--- config.mk ---
export PLATFORM = sky130hd
export DESIGN_NAME = instr_fetch_unit_flat
export DESIGN_NICKNAME = d
export VERILOG_FILES = /design/src/rtl/cpu_pkg.sv /design/src/rtl/instr_fetch_unit_if.sv /design/src/rtl/instr_rom.sv /design/src/rtl/instr_fetch_unit.sv /design/src/flat_wrapper.sv
export SDC_FILE = /design/constraint.sdc
export NUM_CORES = 2
export LEC_CHECK = 0
export ABC_AREA = 0
export CAP_MARGIN = 30
export CORE_AREA = 2 2 552 280
export CTS_CLUSTER_SIZE = 28
export DETAILED_ROUTE_END_ITERATION = 8
export DIE_AREA = 0 0 554 282
export GPL_TIMING_DRIVEN = 0
export PLACE_DENSITY = 0.75
export SLEW_MARGIN = 20
export SYNTH_ARGS = -nofsm -noshare
export SYNTH_HDL_FRONTEND = slang
export SYNTH_SLANG_ARGS = --single-unit
--- constraint.sdc ---
create_clock -name clk -period 2.8 [get_ports clk]
set_input_delay 0.42 -clock clk [delete_from_list [all_inputs] [get_ports clk]]
set_output_delay 0.42 -clock clk [all_outputs]
set_load 0.02 [all_outputs]
--- src/rtl/cpu_pkg.sv ---
// Shared CPU constants and types: instruction width, halt opcode, fetch FSM states.
// Decode imports this package for the same opcode constants.
package cpu_pkg;

    localparam int INSTR_W = 32;
    localparam logic [5:0] OP_HALT = 6'b111111;

    typedef enum logic {
        RUN  = 1'b0,
        HALT = 1'b1
    } fetch_state_t;

    function automatic logic is_halt(input logic [INSTR_W-1:0] word);
        return word[31:26] == OP_HALT;
    endfunction

endpackage

--- src/rtl/instr_fetch_unit_if.sv ---
// Fetch-stage bus: run/stall/redirect controls, instruction-memory load port,
// and the fetched-instruction outputs presented to decode.
interface instr_fetch_unit_if #(
    parameter int IMEM_DEPTH = 64,
    parameter int AW         = $clog2(IMEM_DEPTH)
);
    import cpu_pkg::*;

    logic               en;
    logic               stall;
    logic               branch_taken;
    logic [31:0]        branch_target;
    logic               imem_we;
    logic [AW-1:0]      imem_waddr;
    logic [INSTR_W-1:0] imem_wdata;
    logic [INSTR_W-1:0] instr;
    logic               instr_valid;
    logic [31:0]        pc_out;
    logic [31:0]        pc_plus4;
    logic               halted;

    // master: the control/decode side driving the fetch unit
    modport master (
        output en, stall, branch_taken, branch_target,
        output imem_we, imem_waddr, imem_wdata,
        input  instr, instr_valid, pc_out, pc_plus4, halted
    );

    modport slave (
        input  en, stall, branch_taken, branch_target,
        input  imem_we, imem_waddr, imem_wdata,
        output instr, instr_valid, pc_out, pc_plus4, halted
    );

endinterface

--- src/rtl/instr_rom.sv ---
// Writable instruction store: synchronous write, combinational read.
// No reset on the array so a loaded program survives a core reset.
module instr_rom
    import cpu_pkg::*;
#(
    parameter int DEPTH = 64,
    parameter int AW    = $clog2(DEPTH)
) (
    input  logic               clk,
    input  logic               we,
    input  logic [AW-1:0]      waddr,
    input  logic [INSTR_W-1:0] wdata,
    input  logic [AW-1:0]      raddr,
    output logic [INSTR_W-1:0] rdata
);

    logic [INSTR_W-1:0] mem [DEPTH];

    always_ff @(posedge clk) begin
        if (we) mem[waddr] <= wdata;
    end

    // A write and a fetch to the same word on one edge sees the old word.
    assign rdata = mem[raddr];

endmodule

--- src/rtl/instr_fetch_unit.sv ---
// Fetch stage: PC register, RUN/HALT state, registered instruction/pc outputs.
// Redirect beats stall and inserts one bubble; a fetched halt opcode parks the unit until reset.
module instr_fetch_unit
    import cpu_pkg::*;
#(
    parameter int          IMEM_DEPTH = 64,
    parameter logic [31:0] RESET_PC   = 32'h0000_0000
) (
    input  logic              clk,
    input  logic              rst,
    instr_fetch_unit_if.slave bus
);

    localparam int AW = $clog2(IMEM_DEPTH);

    fetch_state_t       state;
    logic [31:0]        pc;
    logic [INSTR_W-1:0] instr_q;
    logic [31:0]        pc_out_q;
    logic               valid_q;
    logic [INSTR_W-1:0] rdata;
    logic [31:0]        redirect_pc;

    instr_rom #(.DEPTH(IMEM_DEPTH)) u_rom (
        .clk   (clk),
        .we    (bus.imem_we),
        .waddr (bus.imem_waddr),
        .wdata (bus.imem_wdata),
        .raddr (pc[AW+1:2]),
        .rdata (rdata)
    );

    assign redirect_pc = bus.branch_target & ~32'h3;

    always_ff @(posedge clk or negedge rst) begin
        if (!rst) begin
            state    <= RUN;
            pc       <= RESET_PC;
            instr_q  <= '0;
            pc_out_q <= RESET_PC;
            valid_q  <= 1'b0;
        end else if (bus.en) begin
            unique case (state)
                RUN: begin
                    if (bus.branch_taken) begin
                        pc      <= redirect_pc;
                        valid_q <= 1'b0;
                    end else if (!bus.stall) begin
                        instr_q  <= rdata;
                        pc_out_q <= pc;
                        valid_q  <= 1'b1;
                        pc       <= pc + 32'd4;
                        // The halt word itself is still handed to decode.
                        if (is_halt(rdata)) state <= HALT;
                    end
                end
                HALT: begin
                    if (!bus.stall) valid_q <= 1'b0;
                end
            endcase
        end
    end

    assign bus.instr       = instr_q;
    assign bus.instr_valid = valid_q;
    assign bus.pc_out      = pc_out_q;
    assign bus.pc_plus4    = pc_out_q + 32'd4;
    assign bus.halted      = (state == HALT);

endmodule

--- src/flat_wrapper.sv ---
// flat-port wrapper written by rule: the top's interface ports become plain ports
module instr_fetch_unit_flat import cpu_pkg::*;
#(
    parameter int          IMEM_DEPTH = 64,
    parameter logic [31:0] RESET_PC   = 32'h0000_0000
)
  (clk, rst, bus_en, bus_stall, bus_branch_taken, bus_branch_target, bus_imem_we, bus_imem_waddr, bus_imem_wdata, bus_instr, bus_instr_valid, bus_pc_out, bus_pc_plus4, bus_halted);
  instr_fetch_unit_if #(.IMEM_DEPTH(IMEM_DEPTH)) bus_i ();
  input  logic clk;
  input  logic rst;
  input wire logic [$bits(bus_i.en)-1:0] bus_en;
  input wire logic [$bits(bus_i.stall)-1:0] bus_stall;
  input wire logic [$bits(bus_i.branch_taken)-1:0] bus_branch_taken;
  input wire logic [$bits(bus_i.branch_target)-1:0] bus_branch_target;
  input wire logic [$bits(bus_i.imem_we)-1:0] bus_imem_we;
  input wire logic [$bits(bus_i.imem_waddr)-1:0] bus_imem_waddr;
  input wire logic [$bits(bus_i.imem_wdata)-1:0] bus_imem_wdata;
  output wire logic [$bits(bus_i.instr)-1:0] bus_instr;
  output wire logic [$bits(bus_i.instr_valid)-1:0] bus_instr_valid;
  output wire logic [$bits(bus_i.pc_out)-1:0] bus_pc_out;
  output wire logic [$bits(bus_i.pc_plus4)-1:0] bus_pc_plus4;
  output wire logic [$bits(bus_i.halted)-1:0] bus_halted;
  assign bus_i.en = bus_en;
  assign bus_i.stall = bus_stall;
  assign bus_i.branch_taken = bus_branch_taken;
  assign bus_i.branch_target = bus_branch_target;
  assign bus_i.imem_we = bus_imem_we;
  assign bus_i.imem_waddr = bus_imem_waddr;
  assign bus_i.imem_wdata = bus_imem_wdata;
  assign bus_instr = bus_i.instr;
  assign bus_instr_valid = bus_i.instr_valid;
  assign bus_pc_out = bus_i.pc_out;
  assign bus_pc_plus4 = bus_i.pc_plus4;
  assign bus_halted = bus_i.halted;
  instr_fetch_unit #(.IMEM_DEPTH(IMEM_DEPTH), .RESET_PC(RESET_PC)) u_core (.clk(clk), .rst(rst), .bus(bus_i));
endmodule
After elaboration in Yosys (flattened, before gate mapping) --
Memory sizes are Yosys's and may differ from the RTL's. Index checks and enable logic that the tools add are counted.
Word-level totals: register bits 98, memory bits (writable) 2048, input bits 76, logic and storage cells 30, memories 1
Cells by class: reductions and logical operators 3, eq/ne operators 4, bitwise gates (word level) 3, $add $sub $neg 2, muxes and demuxes 12
Memories:
- u_core.u_rom.mem | depth 64, bits a word 32, read ports 1, clocked after Yosys merged registers in 0, wr ports 1, RTL line instr_rom.sv:17 | logic [INSTR_W-1:0] mem [DEPTH];
Operators with widths (number):
- adder 32 x 3 -> 32 bit (second input constant) | 2
- two-way mux 32 bit | 2
- two-way mux 1 bit | 9
- equality test 6 bit (second input constant) | 1
- AND reduction 3 bit | 2
- AND reduction 4 bit | 1
- != test 3 bit (second input constant) | 1
- inverter 1 bit | 3
- != test 2 x 1 -> 1 bit (second input constant) | 1
- != test 2 bit (second input constant) | 1
- one-hot mux 1 bit (2 select lines) | 1

Depth between registers and ports, before layout --
An unclocked memory read counts as a cell.
depth after elaboration 6, gate-level depth with buffers 12, depth with buffers taken out 7

Hierarchy --
Synthesis repeated with hierarchy kept, for this count alone.
Second synthesis, totals: cell total of the unflattened synthesis 3761, area, all modules 82770.6 um2
By module, submodules not included:
- instr_rom | times used 1, cells each 3292, area each 77874.7 um2
- instr_fetch_unit | times used 1, cells each 469, area each 4895.9 um2

Worst setup path after synthesis --
Ideal clock, no wire load.
path kind in2reg, start input port bus_imem_waddr[3], end memory u_core.u_rom.mem[48][0] (enable), setup time 461 ps, arrival 3144 ps, setup slack -805 ps, buffers on the path 1, stages on the path 4, path through clkbuf_1 -> nor2b_1 -> nand4b_1 -> nor3_1
RTL lines:
- start, declared | RTL line flat_wrapper.sv:16 | input wire logic [$bits(bus_i.imem_waddr)-1:0] bus_imem_waddr;
- end, declared | RTL line instr_rom.sv:17
No word-level cell before the write port.

Final worst setup path --
start register u_core.pc[6], end register u_core.instr_q[3] (netlist: u_core.bus.instr[3])
Between the ends: longest elaborated chain between the ends 1
Ends and longest elaborated chain:
- start, declared | RTL line instr_fetch_unit.sv:17 | logic [31:0] pc;
- start signal, assigned | RTL line instr_fetch_unit.sv:46 | pc <= redirect_pc;
- start signal, assigned | RTL line instr_fetch_unit.sv:52 | pc <= pc + 32'd4;
- memory (64 x 32 bit)
- end signal, assigned | RTL line instr_fetch_unit.sv:49 | instr_q <= rdata;
- end, declared | RTL line instr_fetch_unit.sv:18 | logic [INSTR_W-1:0] instr_q;
No other way between the ends. A chain may end at the register's enable or synchronous reset.

==> impl_metrics.tcl <==
set metrics [dict create \
    status "complete, but fails checks" \
    violations "negative setup slack" \
    ant_nets 0 \
    grtUsageTotal 0.325 \
    gp_congestion 0.958 \
    drv_cap 0 \
    max_stage_delay_ns 0.64 \
    start_util 0.548 \
    grt_pass1_wl_um 348000 \
    worst-r2r-setup-slack_ns -0.49 \
    cts_buffers 179 \
    final_cell_mix "edfxtp_1, mux4_2, clkbuf_16" \
    fin_ws_ns -0.491 \
    area_growth_pct 20.4 \
    num_rows 101 \
    route.detailed.drc 0 \
    clock_path_buffers 3 \
    cp_max_fo 10 \
    whs_ns 0.0540 \
    p_total_uw 94300 \
    clk_pin_slew_ns 0.08 \
    p_per_area_mw_per_mm2 948 \
    path_cells "clkbuf_1 -> clkbuf_2 -> buf_2 -> nand2_1 -> a21oi_2 -> a21oi_4 -> o21ai_1" \
    slew_headroom 0.300 \
    cts.sinks 2142 \
    ys_types 57 \
    async_reset_ff_frac 0.0439 \
    ys_seq_elements 2142 \
    synth-edff-count 2048 \
    die_h_um 282 \
    dieArea_mm2 0.156 \
    peakVddDrop_mv 0.622 \
    critPathArrivalTime_ns 4.03 \
    hold_viol 0 \
    avgViaCountPerCell 7.30 \
    rsz0062_at_grt "yes" \
    worstMarginPinSlew_ns 1.05 \
    ios 174 \
    fillers 8810 \
    vias 47206 \
    routed_wl_um 271000 \
    crit_slowest_cell "dfrtp_1" \
    p_leak_uw 0.0319 \
    ys_warn_count 0 \
    hold_path_class "in -> reg" \
    firstDrtPassIters 8 \
    drive_above_1_share 0.355 \
    synthFlopType "edfxtp_1" \
    nets 4379 \
    drt_iter0_markers 9623 \
    final_cell_area_mm2 0.0996 \
    period_share 1.18 \
    coreArea_mm2 0.151 \
    setup_viol 413 \
    start_kind "register" \
    synthCells 3686 \
    clock_skew_ns 0.0313 \
    synth_area_per_cell_um2 22.4 \
    io_buffers 162 \
    final_common_cell "edfxtp_1" \
    crit_type "reg -> reg" \
    antenna_found_initial 17 \
    wire_per_inst_um 42.0 \
    yosysSeqAreaShare 0.772 \
    postPlaceCellArea_mm2 0.0897 \
    cts_max_level 4 \
    fmax_mhz 304 \
    fin_crit_ns 3.29 \
    grt_max_degree 65 \
    worstPathRequired_ns 3.54 \
    clk_latency_ns 0.85 \
    first_global_vias 44618 \
    cts_tree "done" \
    die_w_um 554 \
    end_kind "register" \
    synth_area_mm2 0.0827 \
    drv_slew 0 \
    dp_hpwl_um 149000 \
    root_buffer "clkbuf_16" \
    overflow 0 \
]
==> flip-flops by register name, summed over array words and instances (netlist names) <==
register and cells:
u_core.bus.instr_valid 1, u_core.bus.halted 1, u_core.bus.instr 32, u_core.bus.pc_out 30
u_core.pc 30, u_core.u_rom.mem 2048
==> worst max-delay path, delay by kind of cell (launching register included) <==
kind	cells	cell delay, ns
buffers and inverters	3	1.73
and+or+nand+nor	1	0.22
DFF	1	0.64
AOI/OAI and AO/OA	3	0.60
==> power breakdown <==
part	switching [uW]	internal, uW	total, uW
Clock	12200	13100	25300
Sequential	1030	35800	36800
Combinational	17200	14900	32200
==> kinds of logic after synthesis <==
kind of cell / count (synthesis) / share of synthesized area
buf+inv: 217 / 0.0115
mux: 664 / 0.175
xor+xnor: 28 / 0.00297
flops: 2142 / 0.772
simple gates: 426 / 0.0234
compound gates: 206 / 0.0147
fa+ha+maj: 2 / 0.000303
other cells: 1 / 0.0000453
==> area by class of cell <==
class                   instances  area [um2]  area share
plain buffers                 195        2000      0.0200
clock buffers                 235        4780      0.0480
clock inverters                89         836     0.00840
repair buffers                439        6250      0.0628
inverters                      14        68.8    0.000691
multi-input cells            1330       19200       0.193
flip-flops and latches       2142       63900       0.642
diodes                         11        27.5    0.000277
well taps                    2008        2510      0.0252
==> metal layers <==
metal  global-route usage  share of wire
met3                0.115           0.16
met4                0.129          0.060
met1                0.425           0.32
met2                0.506           0.46
met5              0.00181         0.0016
==> synth_stat cells (3+ instances only) <==
master        n  share of area
and2_1        3        0.00023
nor2b_1      13        0.00098
nand2_1     188         0.0085
inv_2         4        0.00018
o22ai_1      19         0.0014
a21oi_1      72         0.0044
o22a_1        3        0.00032
buf_1        35         0.0016
dfrtp_1      94          0.028
a21o_1        3        0.00027
o21ai_0      59         0.0036
nor2_1       98         0.0044
mux2i_1      20         0.0024
and4_1        7        0.00074
nor4_1        8        0.00061
nand3b_1      5        0.00045
buf_2        64         0.0039
nand3_1      33         0.0020
mux2_2       20         0.0027
and3_1       15         0.0011
inv_1        10        0.00045
a2bb2oi_1     7        0.00074
xnor2_1      19         0.0020
nand2b_1     13        0.00098
a211oi_1      3        0.00027
mux4_2      624           0.17
xor2_1        9        0.00095
a22oi_1      17         0.0015
o32ai_1       3        0.00032
clkbuf_1     91         0.0041
a31oi_1       5        0.00038
nor3_1       16        0.00097
edfxtp_1   2048           0.74
buf_4        11         0.0010
nand4_1      15         0.0011
a221oi_1      3        0.00032
==> through the flow <==
step                       TNS, ns  instances   util  setup WS, ns
after floorplan             -81.04       3689      -        -0.216
after global placement    -4195.86       5859  0.576         -2.87
after detailed placement   -546.43       5978  0.594         -1.54
after CTS                   -13.30       6391  0.651        -0.470
after global routing        -20.46       6461  0.659        -0.550
final                       -42.41       6463  0.659        -0.491
==> path summary, 6_finish.rpt <==
path / to / from / cells after the start
max in group asynchronous: u_core.bus.instr[13] / rst / 3
max reg2reg: u_core.bus.instr[3] / u_core.pc[6] / 7
max: u_core.bus.instr[3] / u_core.pc[6] / 7
min in group asynchronous: u_core.pc[30] / rst / 2
min: u_core.u_rom.mem[24][5] / bus_imem_wdata[5] / 1
min reg2reg: u_core.bus.instr[22] / u_core.bus.instr[22] / 2
==> timing repair <==
item                                    in CTS  in global routing
hold buffers                                 7                  0
gates resized for setup                    676                128
endpoints found under the setup margin      88                154
buffers inserted                            68                 53
cloned                                      20                 13
hold endpoints to repair                   148                  0
pin swaps                                   36                 45
(Power assumes the default switching activity.)
